<file path="src/rtl/word_divider.sv">
// word_divider
//   Multi-cycle unsigned restoring divider: Quotient = A / B, Remainder = A % B.
//   Produces one quotient bit per clock. The trial subtraction is done with a
//   carry-lookahead adder tiled from 4-bit lookahead groups, fed with A + ~B + 1,
//   so a carry out of 1 means "no borrow" (the shifted remainder is >= divisor).
//
// Ports
//   clk        in   1      rising-edge clock
//   rst        in   1      asynchronous, active-high reset
//   Start      in   1      request, sampled only when idle
//   A          in   WIDTH  dividend, captured with Start
//   B          in   WIDTH  divisor, captured with Start
//   Busy       out  1      high while iterating (RUN)
//   Done       out  1      one-cycle pulse, results valid
//   Quotient   out  WIDTH  registered quotient, held until the next Done
//   Remainder  out  WIDTH  registered remainder, held until the next Done
//   DivByZero  out  1      registered, set with Done when the captured B was 0
module word_divider #(
  parameter int WIDTH = 16
) (
  input  logic             clk,
  input  logic             rst,
  input  logic             Start,
  input  logic [WIDTH-1:0] A,
  input  logic [WIDTH-1:0] B,
  output logic             Busy,
  output logic             Done,
  output logic [WIDTH-1:0] Quotient,
  output logic [WIDTH-1:0] Remainder,
  output logic             DivByZero
);

  localparam int CNT_W = $clog2(WIDTH + 1);

  typedef enum logic [1:0] {
    IDLE = 2'd0,
    RUN  = 2'd1,
    DONE = 2'd2
  } state_t;

  state_t           state;
  state_t           state_nxt;
  logic [CNT_W-1:0] cnt;
  logic [CNT_W-1:0] cnt_nxt;
  logic             zero_pend;
  logic             zero_pend_nxt;

  logic [WIDTH-1:0] q_reg;
  logic [WIDTH-1:0] d_reg;
  logic [WIDTH-1:0] r_reg;

  logic [WIDTH-1:0] rs;
  logic [WIDTH-1:0] diff;
  logic             cout;
  logic [WIDTH-1:0] q_shift;
  logic [WIDTH-1:0] r_next;
  logic             accept;
  logic             last_iter;

  // Carry-lookahead adder built from 4-bit lookahead groups; the group carry
  // ripples from one group to the next, exactly as a chain of four_bit_CLA
  // blocks would. Returns {carry_out, sum}.
  function automatic logic [WIDTH:0] cla_add(input logic [WIDTH-1:0] a,
                                             input logic [WIDTH-1:0] b,
                                             input logic             cin);
    logic [WIDTH-1:0] p;
    logic [WIDTH-1:0] g;
    logic [WIDTH-1:0] s;
    logic [4:0]       gc;
    logic             c;
    p = a ^ b;
    g = a & b;
    s = '0;
    c = cin;
    for (int k = 0; k < WIDTH / 4; k++) begin
      gc[0] = c;
      gc[1] = g[4*k] | (p[4*k] & c);
      gc[2] = g[4*k+1] | (p[4*k+1] & g[4*k]) | (p[4*k+1] & p[4*k] & c);
      gc[3] = g[4*k+2] | (p[4*k+2] & g[4*k+1]) | (p[4*k+2] & p[4*k+1] & g[4*k])
            | (p[4*k+2] & p[4*k+1] & p[4*k] & c);
      gc[4] = g[4*k+3] | (p[4*k+3] & g[4*k+2]) | (p[4*k+3] & p[4*k+2] & g[4*k+1])
            | (p[4*k+3] & p[4*k+2] & p[4*k+1] & g[4*k])
            | (p[4*k+3] & p[4*k+2] & p[4*k+1] & p[4*k] & c);
      for (int j = 0; j < 4; j++) begin
        s[4*k+j] = p[4*k+j] ^ gc[j];
      end
      c = gc[4];
    end
    return {c, s};
  endfunction

  // Iteration datapath: shift the next dividend bit into the partial
  // remainder, then trial-subtract the divisor. The partial remainder after
  // i iterations is below 2^i, so the shift never loses a set bit.
  assign rs              = {r_reg[WIDTH-2:0], q_reg[WIDTH-1]};
  assign {cout, diff}    = cla_add(rs, ~d_reg, 1'b1);
  assign q_shift         = {q_reg[WIDTH-2:0], cout};
  assign r_next          = cout ? diff : rs;

  // A pending divide-by-zero blocks new requests until it has reported.
  assign accept    = (state == IDLE) && !zero_pend && Start;
  assign last_iter = (state == RUN) && (cnt == CNT_W'(1));

  assign Busy = (state == RUN);
  assign Done = (state == DONE);

  always_comb begin
    state_nxt     = state;
    cnt_nxt       = cnt;
    zero_pend_nxt = zero_pend;
    case (state)
      IDLE: begin
        if (zero_pend) begin
          // Divide by zero skips RUN but still reports one cycle after capture.
          state_nxt     = DONE;
          zero_pend_nxt = 1'b0;
        end else if (Start) begin
          if (B != '0) begin
            state_nxt = RUN;
            cnt_nxt   = CNT_W'(WIDTH);
          end else begin
            zero_pend_nxt = 1'b1;
          end
        end
      end
      RUN: begin
        cnt_nxt = cnt - CNT_W'(1);
        if (cnt == CNT_W'(1)) begin
          state_nxt = DONE;
        end
      end
      DONE: begin
        state_nxt = IDLE;
      end
      default: begin
        state_nxt = IDLE;
      end
    endcase
  end

  always_ff @(posedge clk or posedge rst) begin
    if (rst) begin
      state     <= IDLE;
      cnt       <= '0;
      zero_pend <= 1'b0;
    end else begin
      state     <= state_nxt;
      cnt       <= cnt_nxt;
      zero_pend <= zero_pend_nxt;
    end
  end

  // Working registers carry data only; their contents are meaningless until
  // a request is accepted, so they need no reset.
  always_ff @(posedge clk) begin
    if (accept) begin
      q_reg <= A;
      d_reg <= B;
      r_reg <= '0;
    end else if (state == RUN) begin
      q_reg <= q_shift;
      r_reg <= r_next;
    end
  end

  // Result registers load on entry to DONE and otherwise hold.
  always_ff @(posedge clk or posedge rst) begin
    if (rst) begin
      Quotient  <= '0;
      Remainder <= '0;
      DivByZero <= 1'b0;
    end else if (last_iter) begin
      Quotient  <= q_shift;
      Remainder <= r_next;
      DivByZero <= 1'b0;
    end else if ((state == IDLE) && zero_pend) begin
      // q_reg still holds the captured dividend here.
      Quotient  <= '1;
      Remainder <= q_reg;
      DivByZero <= 1'b1;
    end
  end

endmodule
</file>
<file path="config.mk">
export PLATFORM = sky130hd
export DESIGN_NAME = word_divider
export DESIGN_NICKNAME = d
export VERILOG_FILES = /design/src/rtl/word_divider.sv
export SDC_FILE = /design/constraint.sdc
export NUM_CORES = 1
export LEC_CHECK = 0
export ABC_AREA = 1
export CAP_MARGIN = 20
export CORE_MARGIN = 2
export CORE_UTILIZATION = 40
export DETAILED_ROUTE_END_ITERATION = 16
export GPL_TIMING_DRIVEN = 0
export PLACE_DENSITY_LB_ADDON = 0.2
export SKIP_CTS_REPAIR_TIMING = 1
export SKIP_LAST_GASP = 1
export SLEW_MARGIN = 40
export SYNTH_ARGS = -nofsm -noshare
export SYNTH_HDL_FRONTEND = slang
export SYNTH_SLANG_ARGS = --single-unit
</file>
<file path="constraint.sdc">
create_clock -name clk -period 2.4 [get_ports clk]
set_input_delay 0.36 -clock clk [delete_from_list [all_inputs] [get_ports clk]]
set_output_delay 0.36 -clock clk [all_outputs]
set_load 0.01 [all_outputs]
</file>
==> results of run 1 <==
## worst max-delay path by stage
| stage | slack (ns) | cells past startpoint | from | to |
|---|---|---|---|---|
| after floorplan | 0.28 | 17 | q_reg[15]$_DFFE_PP_ | Remainder[13]$_DFFE_PP0P_ |
| after global placement | -0.23 | 10 | B[1] | cnt[2]$_DFFE_PP0P_ |
| after detailed placement | -0.05 | 17 | q_reg[15]$_DFFE_PP_ | Remainder[13]$_DFFE_PP0P_ |
| after CTS | -0.34 | 3 | state[1]$_DFFE_PP0P_ | Busy |
| after global routing | -0.06 | 13 | d_reg[8]$_DFFE_PP_ | Remainder[12]$_DFFE_PP0P_ |
| final | 0.06 | 17 | q_reg[15]$_DFFE_PP_ | Remainder[12]$_DFFE_PP0P_ |
## per-layer routing
layer	global-route usage, %	up-vias
met2	34.0	102
met3	4.21	17
met4	5.52	0
met1	25.2	1781
li1	-	1852
met5	0	-
## critical path, cell delays in order, from the launching register on
cell and delay, ns:
edfxtp_1 0.44, inv_2 0.08, ha_4 0.26, inv_2 0.03, nand2_2 0.06, nand3_2 0.06, nand2_2 0.09, nand2_2 0.07
nand2_4 0.10, nand2_4 0.06, nand2_4 0.09, inv_2 0.04, fa_2 0.54, inv_2 0.04, nand2_2 0.07, nand3_2 0.07
nand2_2 0.09, nand2_1 0.05
## through the flow
stage | hold slack, ns | instances | area, sq um | utilization [%] | TNS [ns]
global placement | 0.465 | 731 | 5360 | 49.2 | -4.27
floorplan | 0.449 | 522 | 4490 | - | 0
detailed placement | 0.474 | 731 | 5370 | 49.3 | -0.103
finish | 0.376 | 749 | 5710 | 52.4 | 0
CTS | 0.418 | 747 | 5550 | 50.9 | -0.522
global route | 0.437 | 749 | 5710 | 52.4 | -0.458
## cell families (layout without fill, tap and decap cells)
group                    Yosys count  in the layout  synth area share, %
adder cells (fa/ha/maj)           22             22                 6.63
AO/OA/AOI/OAI                     68             68                 9.67
XOR/XNOR                          10             10                 1.95
buffers and inverters             89            176                 7.94
flip-flops                        88             88                 50.9
AND/OR/NAND/NOR                  245            245                 22.9
## power by group through the flow
stage | logic (mW) | clock network, mW | registers (mW)
after floorplan | 2.29 | 0 | 2.77
after global placement | 3.53 | 0 | 2.77
after detailed placement | 3.63 | 0 | 2.77
after CTS | 3.65 | 0.989 | 2.75
after global routing | 4.41 | 1.05 | 2.84
final | 3.89 | 0.980 | 2.77
## cells in the final DEF, fill, tap and decap left out, types with 12 or more instances in the layout
cell type and instances:
nand2_1 156, clkdlybuf4s50_1 69, inv_1 65, dfrtp_1 41, edfxtp_1 32, nand3_1 31
nor2_1 29, o21ai_0 23, dfxtp_1 15, ha_1 13, nand2_2 12
## area by class of cell
| cell class | count | area [sq um] | share of cell area [%] |
|---|---|---|---|
| buffer | 16 | 85.1 | 1.49 |
| tap | 140 | 175 | 3.07 |
| clock inverter | 7 | 55.1 | 0.964 |
| sequential | 88 | 2290 | 40.1 |
| multi-input combinational | 345 | 2000 | 35.0 |
| timing repair buffer | 71 | 706 | 12.4 |
| inverter | 73 | 277 | 4.84 |
| clock buffer | 9 | 124 | 2.17 |
==> results.md, run 1 <==
* Core footprint at 0.0109 sq mm
* Final WS setup at 0.0609 ns
* Vias in the first global route at 3663
* Nets at 661
* Post-layout power at 7.63 mW
* Clock transition at path regs at 0.10 ns
* R2R Path End: Remainder[12]$_DFFE_PP0P_
* NetSw at 3.23 mW
* Worst Setup End Kind: flip-flop
* CTS tree: done
* Sink Count at 88
* Combinational power share at 50.9%
* Final Skew at 0.0145 ns
* Inserted Diodes at 0
* PD cells at 1340 mW/mm^2
* Width of the die at 110 um
* Slew Viols, Final at 0
* Max transition margin at 54.8%
* Synth Cell Area at 0.00449 sq mm
* H-tree Lvls at 3
* GRT Util Overall at 19.8%
* Minimum clock period after layout at 2.34 ns
* RR Startpoint: q_reg[15]$_DFFE_PP_
* Clock Path Buffers at 2
* Vias per cell at 5.01
* Crit Path Class: flip-flop to flip-flop
* Crit-path max FO at 4
* Port Buffers at 69
* Post-place setup slack at -0.0484 ns
* WP data required at 2.66 ns
* Final wirelength at 11.5 mm
* Clock power share at 12.8%
* Ys flop type: dfrtp_1
* Ratio of final minimum period to clock period at 97.5%
* # rows at 38
* Initial antenna violation count at 0
* RSZ-0062 raised after global routing: true
* Synth area leaders: dfrtp_1 23%, edfxtp_1 21%, nand2_1 14%
* Die area at 0.0121 sq mm
* Worst Reg-to-Reg Cells at 17
* Fmax at 428 MHz
* VDD IR-drop max at 498 uV
* Wire length on met3 at 567 um
* Setup Viol. Count Final at 0
* Startpoint types: flip-flop
* Detailed Place HPWL at 8.25 mm
* Top cell type's share of synthesized area at 22.9%
* Post-synth top area cell: dfrtp_1
* Root buffer cell: clkbuf_8
* Synth Register Bits at 88
* DRC at 0
* Sequential power share at 36.2%
* First-pass GRT wire length at 18.0 mm
* Largest net degree at the start of global routing at 42
* Layout cells sized above 1 at 11.2%
* Syn Nets at 579
* Most frequent cell after synthesis: nand2_1
* Met1 WL at 5.01 mm
* Max-Cap Viols at 0
* Routed wl met2 at 5.78 mm
* Commonest cells post-synth: 163 x nand2_1, 71 x inv_1, 41 x dfrtp_1
* P_leak at 2.58 nW
* Arr. time, crit path at 2.60 ns
* Layout area overhead at 27.2%
* WL/cell at 15.4 um
* Post-synth ARST share at 46.6%
* Sw frac at 42.3%
* Worst slew pin tran at 0.678 ns
* Hold Vio Cnt, Final at 0
* Post-synth cell types at 34
* Ports at 70
* Internal power at 4.40 mW
* Status: completed
* Post-route ant nets at 0
* Mapped Cells at 522
* TritonRoute pass-1 iters at 5
* EDFF count, synth at 32
* Chip Height at 110 um
* CTS Buf Count at 9
* Syn avg cell area at 8.60 sq um
* Total gr overflow at 0
* R2R setup slack at 0.06 ns
* Detailed Route Iter0 Violations at 201
* Seq/Total Area, Yosys at 50.9%
* Clock latency on the worst-skew pair at 0.37 ns
* Synth warn at 0
* Top sig layer: met4
* Initial Util at 41.2%
* Fillers at 1028
* Final GP Congestion at 0.833
* DR vias at 3752
* Hold crit path type: input port to asynchronous set/reset pin
No activity file was read; power rests on OpenSTA's default activity.
==> inputs of run 2 (changes only) <==
- CORE_MARGIN: 2 -> not set
- SETUP_SLACK_MARGIN: not set -> 0.15
==> run 2 against run 1 <==
Effect of this change: non-clock buffer count rose by 13; sequential power barely moved; hold slack improved by 0.0051 ns; largest power group unchanged; combinational power rose by 23%; setup slack got worse by 0.029 ns; global-route usage fell by 0.061 points; clock power rose by 11%; routed wire length rose by 3.4%.
==> results.md, run 2 (synthesized netlist as in run 1, its figures left out) <==
* DR vias at 3895 (+3.8%)
* Core footprint at 0.0109 sq mm (unchanged)
* Fillers at 979 (-4.8%)
* Initial antenna violation count at 0 (unchanged)
* Setup Viol. Count Final at 0 (unchanged)
* Final WS setup at 0.0315 ns (-0.0294 ns)
* Arr. time, crit path at 2.63 ns (+0.03 ns)
* R2R setup slack at 0.03 ns (-0.03 ns)
* Final Cell Area at 0.00612 sq mm (+7.2%)
* DP Cell Count at 731 (unchanged)
* Non-filler instance count after layout at 762 (+1.7%)
* Post-route ant nets at 0 (unchanged)
* Vias in the first global route at 3526 (-3.7%)
* WL/cell at 15.7 um (+1.6%)
* Worst slew pin tran at 0.669 ns (-0.00889 ns)
* Crit-path max cell delay at 0.44 ns (-0.10 ns)
* Slowest-stage cell, CP: edfxtp_1
* Clock Path Buffers at 2 (unchanged)
* Minimum clock period after layout at 2.37 ns (+0.0294 ns)
* Max transition margin at 55.4% (+0.59 points)
* Final Skew at 0.0125 ns (-0.00200 ns)
* Post-place setup slack at -0.00338 ns (+0.0450 ns)
* Most used cell, CP: nand2_2
* GRT Util Overall at 19.8% (-0.061 points)
* First-pass GRT wire length at 17.3 mm (-3.9%)
* Fmax at 422 MHz (-1.2%)
* CTS tree: done
* Worst Setup End Kind: flip-flop
* Util after Layout at 56.2% (+3.8 points)
* Crit-path cells: inv_2, ha_4, inv_4, nand2_2, nand3_2, nand2_2, nand2_2, nand2_2, nand2_2, nand2_4, buf_12, nand3_4, nand2_8, inv_8, clkbuf_16, nand2_4, nand3_2, nand2_2, nand2_2
* Width of the die at 108 um (-1.8%)
* DP Area at 0.00537 sq mm (unchanged)
* R2R Path End: Remainder[5]$_DFFE_PP0P_
* VDD IR-drop max at 750 uV (+51%)
* Layout cells sized above 1 at 19.8% (+8.6 points)
* Hold crit path type: input port to asynchronous set/reset pin
* Vias per cell at 5.11 (+2.0%)
* PD cells at 1420 mW/mm^2 (+6.0%)
* Detailed Place HPWL at 8.11 mm (-1.6%)
* Total gr overflow at 0 (unchanged)
* Inserted Diodes at 0 (unchanged)
* Clock latency on the worst-skew pair at 0.36 ns (about the same)
* Status: completed
* Worst Reg-to-Reg Cells at 19 (+2)
* Crit Path Class: flip-flop to flip-flop
* H-tree Lvls at 3 (unchanged)
* Final GP Congestion at 0.829 (-0.50%)
* Root buffer cell: clkbuf_8
* Hold Vio Cnt, Final at 0 (unchanged)
* Clock transition at path regs at 0.10 ns (about the same)
* Detailed Route Iter0 Violations at 210 (+4.5%)
* Layout area overhead at 36.4%
* Die area at 0.0117 sq mm (-3.6%)
* Chip Height at 108 um (-1.8%)
* Largest net degree at the start of global routing at 42 (unchanged)
* Startpoint types: flip-flop
* P_leak at 2.75 nW (+6.6%)
* WP data required at 2.67 ns (about the same)
* Initial Util at 41.2% (unchanged)
* CTS Buf Count at 9 (unchanged)
* Max-Cap Viols at 0 (unchanged)
* Slew Viols, Final at 0 (unchanged)
* Ratio of final minimum period to clock period at 98.7% (+1.2 points)
* Nets at 674 (+2.0%)
* Final wirelength at 11.9 mm (+3.4%)
* TritonRoute pass-1 iters at 5 (unchanged)
* Sink Count at 88 (unchanged)
* Ports at 70 (unchanged)
* DRC at 0 (unchanged)
* # rows at 38 (unchanged)
* RR Startpoint: q_reg[15]$_DFFE_PP_
* Most frequent cells in the layout: 132 x nand2_1, 69 x clkdlybuf4s50_1, 63 x inv_1, 41 x dfrtp_1, 32 x edfxtp_1
* Commonest non-fill, non-tap cell in the layout: nand2_1
* RSZ-0062 raised after global routing: true
* Crit-path max FO at 7 (+3)
* Port Buffers at 69 (unchanged)
==> run 2: cell count changes in the layout (fill, tap and decap cells not counted), moves of 4 or more <==
cell	before	now
nand2_1	156	132
nand2_2	12	28
o21ai_0	23	14
buf_4	3	11
nand3_1	31	23
nand3_2	2	10
nand2_4	4	11
o21ai_1	1	8
clkbuf_16	0	4
==> run 2: layer usage <==
layer  global-route usage (%)  vias up  share of wire [%]
li1                         -     1877                  -
met1                     25.3     1904                 43
met2                     33.3       96                 50
met5                        0        -                  0
met4                     5.87        0                2.2
met3                     4.46       18                4.5
==> run 2: critical path: cells and delay by family (launching register included) <==
kind | cells | cell delay (ns)
adders and majority gates | 1 | 0.28
and+or+nand+nor | 13 | 1.12
buffers and inverters | 5 | 0.42
DFF | 1 | 0.44
==> run 2: report_power, final <==
part           total, mW  internal, mW  switching, mW
combinational       4.80          2.22           2.59
sequential          2.79          2.30          0.490
clock               1.09         0.513          0.572
total               8.68          5.03           3.65
==> run 2: how the worst max path moves through the flow <==
stage,from,to,cells past startpoint
after floorplan,q_reg[15]$_DFFE_PP_,Remainder[13]$_DFFE_PP0P_,17
after global placement,B[1],cnt[2]$_DFFE_PP0P_,10
after detailed placement,B[3],cnt[2]$_DFFE_PP0P_,10
after CTS,state[1]$_DFFE_PP0P_,Busy,3
after global routing,q_reg[15]$_DFFE_PP_,Remainder[11]$_DFFE_PP0P_,19
final,q_reg[15]$_DFFE_PP_,Remainder[5]$_DFFE_PP0P_,19
==> run 2: area by class of cell <==
| class | instances | area (sq um) | area share, % |
|---|---|---|---|
| clock inverters | 4 | 30.0 | 0.490 |
| well taps | 140 | 175 | 2.86 |
| multi-input cells | 345 | 2210 | 36.1 |
| clock buffers | 12 | 178 | 2.90 |
| repair buffers | 84 | 858 | 14.0 |
| plain buffers | 16 | 100 | 1.63 |
| flip-flops and latches | 88 | 2290 | 37.4 |
| inverters | 73 | 287 | 4.68 |
==> run 2: stage by stage <==
stage | total power, mW | TNS (ns) | hold WS (ns)
floorplan | 5.05 | 0 | 0.449
global placement | 6.28 | -4.13 | 0.464
detailed placement | 6.39 | -0.00611 | 0.467
CTS | 7.48 | -0.345 | 0.407
global route | 9.31 | -1.58 | 0.456
finish | 8.68 | 0 | 0.381
